**config.mk**
```make
export PLATFORM = sky130hd
export DESIGN_NAME = demux1xn_stripe
export DESIGN_NICKNAME = d
export VERILOG_FILES = /design/src/rtl/demux_pkg.sv /design/src/rtl/demux_lane_ctr.sv /design/src/rtl/demux1xn_stripe.sv
export SDC_FILE = /design/constraint.sdc
export NUM_CORES = 1
export LEC_CHECK = 0
export ABC_CLOCK_PERIOD_IN_PS = 4930
export BUFFER_PORTS_ARGS = -buffer_cell sky130_fd_sc_hd__buf_2
export CELL_PAD_IN_SITES_DETAIL_PLACEMENT = 0
export CELL_PAD_IN_SITES_GLOBAL_PLACEMENT = 1
export CORE_MARGIN = 2
export CORE_UTILIZATION = 47
export DETAILED_ROUTE_END_ITERATION = 12
export PLACE_DENSITY_LB_ADDON = 0.1
export SLEW_MARGIN = 20
export SYNTH_ARGS = -nofsm -noshare
export SYNTH_HDL_FRONTEND = slang
export SYNTH_SLANG_ARGS = --single-unit
```
**constraint.sdc**
```tcl
create_clock -name clk -period 4.93 [get_ports clk]
set_input_delay 0.2465 -clock clk [delete_from_list [all_inputs] [get_ports clk]]
set_output_delay 0.2465 -clock clk [all_outputs]
set_load 0.005 [all_outputs]
```
**src/rtl/demux_pkg.sv**
```systemverilog
// Shared definitions for the 1-to-N symbol un-interleaver: pad symbol,
// pointer-width helper and lane-slice indexing.
package demux_pkg;

    // K23.7 PAD; the top level resizes it to its symbol width.
    localparam logic [7:0] PAD_SYM = 8'hF7;

    function automatic int ptr_width(input int n);
        return (n <= 2) ? 1 : $clog2(n);
    endfunction

    function automatic int lane_lsb(input int k, input int w);
        return k * w;
    endfunction

endpackage

```
**src/rtl/demux_lane_ctr.sv**
```systemverilog
// Wrap-around lane pointer: counts 0..LANES-1 on inc, returns to 0 on clr.
module demux_lane_ctr
    import demux_pkg::*;
#(
    parameter int LANES = 4,
    parameter int PW    = ptr_width(LANES)
) (
    input  logic          clk,
    input  logic          reset,
    input  logic          inc,
    input  logic          clr,
    output logic [PW-1:0] ptr,
    output logic          last
);

    logic [PW-1:0] ptr_next;

    assign last = (ptr == PW'(LANES - 1));

    always_comb begin
        ptr_next = ptr;
        if (clr) begin
            ptr_next = '0;
        end else if (inc) begin
            ptr_next = last ? '0 : ptr + PW'(1);
        end
    end

    always_ff @(posedge clk or posedge reset) begin
        if (reset) begin
            ptr <= '0;
        end else begin
            ptr <= ptr_next;
        end
    end

endmodule

```
**src/rtl/demux1xn_stripe.sv**
```systemverilog
// 1-to-LANES symbol un-interleaver with registered lane-aligned output and
// partial-group flush on idle. Define DEMUX1XN_PAD_EN to pad flushed groups.
module demux1xn_stripe
    import demux_pkg::*;
#(
    parameter int WIDTH = 8,
    parameter int LANES = 4
) (
    input  logic                   clk,
    input  logic                   reset,
    input  logic [WIDTH-1:0]       in,
    input  logic                   valid,
    output logic [LANES*WIDTH-1:0] out,
    output logic [LANES-1:0]       valid_out
);

    localparam int PW = ptr_width(LANES);

`ifdef DEMUX1XN_PAD_EN
    localparam logic [WIDTH-1:0] FILL_SYM = WIDTH'(PAD_SYM);
    localparam logic             FILL_VLD = 1'b1;
`else
    localparam logic [WIDTH-1:0] FILL_SYM = '0;
    localparam logic             FILL_VLD = 1'b0;
`endif

    logic [PW-1:0]          ptr;
    logic                   last;
    logic                   full;
    logic                   flush;
    logic [WIDTH-1:0]       stage_reg [LANES-1];
    logic [LANES*WIDTH-1:0] out_next;
    logic [LANES-1:0]       valid_out_next;

    assign full  = valid & last;
    assign flush = ~valid & (ptr != '0);

    demux_lane_ctr #(
        .LANES (LANES),
        .PW    (PW)
    ) u_lane_ctr (
        .clk   (clk),
        .reset (reset),
        .inc   (valid),
        .clr   (~valid),
        .ptr   (ptr),
        .last  (last)
    );

    // Lane k is only written while ptr==k, which never happens on the last lane.
    always_ff @(posedge clk or posedge reset) begin
        if (reset) begin
            for (int k = 0; k < LANES - 1; k++) begin
                stage_reg[k] <= '0;
            end
        end else begin
            for (int k = 0; k < LANES - 1; k++) begin
                if (valid && ptr == PW'(k)) begin
                    stage_reg[k] <= in;
                end
            end
        end
    end

    genvar gi;
    generate
        for (gi = 0; gi < LANES - 1; gi++) begin : g_stage_lane
            logic filled;
            assign filled = full | (PW'(gi) < ptr);
            assign out_next[lane_lsb(gi, WIDTH) +: WIDTH] = filled ? stage_reg[gi] : FILL_SYM;
            assign valid_out_next[gi] = full | (flush & (filled | FILL_VLD));
        end
    endgenerate

    // A flush never reaches the last lane, so it only ever sees live input or fill.
    assign out_next[lane_lsb(LANES - 1, WIDTH) +: WIDTH] = full ? in : FILL_SYM;
    assign valid_out_next[LANES-1] = full | (flush & FILL_VLD);

    always_ff @(posedge clk or posedge reset) begin
        if (reset) begin
            out       <= '0;
            valid_out <= '0;
        end else begin
            if (full || flush) begin
                out <= out_next;
            end
            valid_out <= (full || flush) ? valid_out_next : '0;
        end
    end

endmodule

```
After elaboration in Yosys (flattened, before gate mapping). Index checks and enable logic that the tools add are counted.

Logic and storage cells: 38. Output and inout port bits: 36. Register bits: 62.

Bitwise gates (word level): 12. Mux-type cells: 7. Reduce and logical (&&, ||, !) cells: 6. Add/subtract/negate cells: 1. Order comparisons: 3. Eq/ne operators: 3.

Operators with widths (count): 8-bit 2-to-1 mux (4); 1-bit OR (6); 1-bit AND (5); 2-bit equality test (second input constant) (2); 1-bit by 2-bit < comparator with 1-bit output (first input constant) (2); 2-bit 2-to-1 mux (2); 4-bit 2-to-1 mux (1); 1-bit logical AND (3); 2-bit by 1-bit adder with 2-bit output (second input constant) (1); 2-bit by 1-bit equality test with 1-bit output (second input constant) (1); 2-bit logical NOT (1); 2-bit < comparator (first input constant) (1); 2-bit nonzero test (1); 1-bit logical OR (1); 1-bit inverter (1).

Depth between registers and ports, before layout.
Depth after elaboration: 6. Gate-level depth with buffers: 7.

Cells and area by module. From an unflattened synthesis, not the netlist that was laid out.

Cell total of the unflattened synthesis: 142. Area total of the unflattened synthesis: 2343.5 sq um.

Modules (own cells, without submodules): demux1xn_stripe (cells each 133, area an instance 2239.6 sq um, instances 1, seq. area each 1501.4 sq um); demux_lane_ctr (cells each 9, area an instance 103.8 sq um, instances 1, seq. area each 50.0 sq um).

Least setup slack after synthesis. OpenSTA, ideal clock, no wires.

Path kind: register to register. Start point: register u_lane_ctr.ptr[0]. End point: register out[1]. Clock period less this slack: 1.632 ns. Required time: 4.809 ns. Setup slack: 3.298 ns. Cell stages (with the launch flop): 8. Arrival: 1.511 ns. Cell sequence: dfrtp_1 -> inv_1 -> ha_1 -> nor2b_4 -> or2_1 -> buf_6 -> buf_6 -> a22o_1.

Cells in the longest elaborated chain, start to end: 4. Elaborated cells between the ends (all ways): 8. Those cells by class: order compare: 1; eq/ne: 1; mux: 1; bitwise: 3; reduce/logical: 2.

Ends and longest elaborated chain: from (decl) (RTL line demux_lane_ctr.sv:12) `output logic [PW-1:0] ptr,`; from (signal assigned) (RTL line demux_lane_ctr.sv:33) `ptr <= ptr_next;`; 2-bit equality test (RTL line demux_lane_ctr.sv:18) `assign last = (ptr == PW'(LANES - 1));`; 1-bit AND (RTL line demux1xn_stripe.sv:35) `assign full = valid & last;`; 1-bit OR (RTL line demux1xn_stripe.sv:69) `assign filled = full | (PW'(gi) < ptr);`; 8-bit 2-to-1 mux (RTL line demux1xn_stripe.sv:70) `assign out_next[lane_lsb(gi, WIDTH) +: WIDTH] = filled ? stage_reg[gi] : FILL_SYM;`; to (signal assigned) (RTL line demux1xn_stripe.sv:85) `out <= out_next;`; to (decl) (RTL line demux1xn_stripe.sv:13) `output logic [LANES*WIDTH-1:0] out,`.

Parallel ways exist; a longest one is shown, timed or not. A chain may end at the register's enable or synchronous reset.

Worst setup path after layout.
Start point: register u_lane_ctr.ptr[1]. End point: register out[23].

The elaborated chain is that of the path after synthesis.

==> qor.txt <==
Worst Path Required = 5.19 ns
library cell with the highest instance count after synthesis = dfrtp_1
Max Slew Vio Count = 0
cells along the critical path = inv_1, ha_1, nor2b_4, or2_1, a22o_1
standard-cell row count = 25
die width = 74.7 um
CP arrival = 2.43 ns
Worst Tran Pin Value = 1.04 ns
Clock Sinks = 62
Post-CTS Repair Setup Buffers = 0
maximum number of pins on one net before global-route repair = 63
count of placed standard cells in the final layout, fillers left out = 274
global-route wire length before repair = 7.27 mm
sequential fraction of the synthesis area = 66.1%
kind of end point of the critical path = flip-flop
warning count from the yosys run = 0
number of hold-slack violations in the final timing report = 0
mean cell area of the mapped netlist = 15.7 um^2
clock buffer count from CTS = 9
number of synthesized flops with an enable pin = 0
ratio of routed vias to standard cells = 5.18
master of the slowest instance on the critical path = or2_1
vias in the first global route = 1,456
Synth area leader = dfrtp_1
area of the die = 5580 um^2
number of unique standard cell types used by synthesis = 16
worst-case setup margin in the final layout = 2.76 ns
power density cells = 465 nW/um^2
TritonCTS clock tree = built
final setup vio count = 0
result of the run = finished clean
number of instances in the synthesized netlist = 150
number of cells upsized or downsized after cts = 0
DR DRC count = 0
Die Ht = 74.7 um
number of buffers between clock root and the deepest sink = 2
register bit total from synthesis = 62
total placed cells including tap cells = 258
Pre-Repair DR Iteration Count = 4
final period utilization = 44.0%
I/O pin count = 47
most used flip-flop cell after synthesis = dfrtp_1
# H-tree levels = 3
largest cells by area after synthesis = dfrtp_1 66%, mux2_2 13%, a22o_1 12%
Antenna diodes = 0
kind of start point of the critical path = flip-flop
highest achievable clock rate = 0.461 GHz
top-area cell type share of the netlist area = 66.1%
Core Region = 4790 um^2
clock insertion delay at the later pin of the skew report = 0.32 ns
TNS Setup = 0 ns
share of layout cells above drive strength 1 = 44.9%
initial core utilization = 49.1%
routability congestion estimate from global placement = 0.745
clock period minus final worst setup slack = 2.17 ns
area overhead of the layout relative to synthesis = 19.8%
global-route total usage across every layer = 18.2%
post-DP HPWL = 3.05 mm
relative max-transition margin = 30.5%
area of the mapped netlist = 2350 um^2
root cell of the clock tree = clkbuf_8
Commonest cells post-synth = 62 x dfrtp_1, 32 x a22o_1, 28 x mux2_2, 5 x ha_1, 5 x inv_1
wire length reported by the detailed router = 4.56 mm
kind of path behind the tightest hold check = in2async
initial antenna violation count = 0
clock-pin slew on the worst setup and hold paths = 0.07 ns
highest fanout seen on the critical path = 29
remaining antenna violation count = 0
total global routing overflow = 0
per-cell routed wire length = 16.6 um
path type of the worst setup path = reg2reg
Cell Area, Placed = 2630 um^2
Max Clock Skew = 0.00593 ns
net count after synthesis = 166
final-stage net count = 218
initial detailed-routing violation count = 77
Leak Pwr = 1.45 nW
slowest cell delay on critical path = 0.82 ns
count of fill cells added during filler insertion = 428
post-synthesis async set-or-reset flop share = 100%
IR drop worst, VDD = 0.000219 V
number of buffers added on ports = 46
Post-Place Worst Slack = 2.76 ns
max reg flops = 32
cts-stage hold buffer count = 0
RSZ-0062 raised after global routing = no
count of max-cap constraint violations = 0
routed via count = 1,418
final instance area = 2810 um^2
-- where the power goes --
group	leakage [nW]	internal, mW	switching [mW]
combinational	0.565	0.126	0.0945
clock	0.0954	0.222	0.184
sequential	0.795	0.622	0.0582
-- cell type report --
cell class / instances / area [um^2] / area share [%]
clock buffer: 13 / 169 / 6.01
tap: 67 / 83.8 / 2.98
timing repair buffer: 47 / 238 / 8.45
sequential: 62 / 1550 / 55.2
clock inverter: 3 / 17.5 / 0.623
inverter: 5 / 18.8 / 0.667
multi-input combinational: 77 / 734 / 26.1
-- per-layer routing --
metal / wire [um] / vias up / track usage [%]
li1: - / 648 / -
met1: 2080 / 723 / 23.5
met2: 2190 / 38 / 28.5
met3: 194 / 9 / 4.02
met4: 91 / 0 / 10.1
met5: 0 / - / 0
-- cells in the final DEF (no fill, tap or decap) --
master      synthesis  routed
clkbuf_8            0      12
dfrtp_1            62      62
buf_4               1       1
o31ai_2             1       1
and2_1              2       2
mux2_2             28      28
nor2b_1             2       2
nor2b_4             1       1
clkinvlp_4          0       1
inv_2               0       1
ha_1                5       5
nor2_1              1       1
clkinv_2            0       2
or2_1               1       1
a22o_1             32      32
nand2_1             4       4
buf_2               2      46
clkbuf_1            0       1
inv_1               5       4
-- through the flow --
step | util (%) | power (mW) | hold slack (ns)
finish | 58.8 | 1.31 | 0.122
global route | 58.8 | 1.38 | 0.188
CTS | 58.8 | 1.32 | 0.156
detailed placement | 54.9 | 0.915 | 0.472
global placement | 54.9 | 0.902 | 0.467
floorplan | - | 0.827 | 0.379
-- cells by family (layout without fill, tap and decap cells) --
kind of cell,count (synthesis),count (layout),share of synthesized area (%)
DFF,62,62,66.1
muxes,28,28,13.4
AOI/OAI and AO/OA,33,33,12.5
and+or+nand+nor,11,11,2.72
buffers and inverters,11,68,2.66
adders and majority gates,5,5,2.66
-- final timing paths --
check                               endpoint         startpoint  slack (ns)  cells past startpoint
max                                  out[23]  u_lane_ctr.ptr[1]        2.76                      5
min                                   out[3]              reset        0.12                      3
max reg2reg                          out[23]  u_lane_ctr.ptr[1]        2.76                      5
min reg2reg                          out[17]       stage_reg[1]        0.49                      1
max in group asynchronous  u_lane_ctr.ptr[1]              reset        4.28                      3
min in group clk                     out[24]              in[0]        0.19                      2
-- critical path: cells and delay by family, from the launching register on --
kind                       cells  cell delay (ns)
and+or+nand+nor                2             1.05
adders and majority gates      1             0.24
AOI/OAI and AO/OA              1             0.28
buffers and inverters          1             0.13
DFF                            1             0.41
No activity file was read; power rests on OpenSTA's default activity.
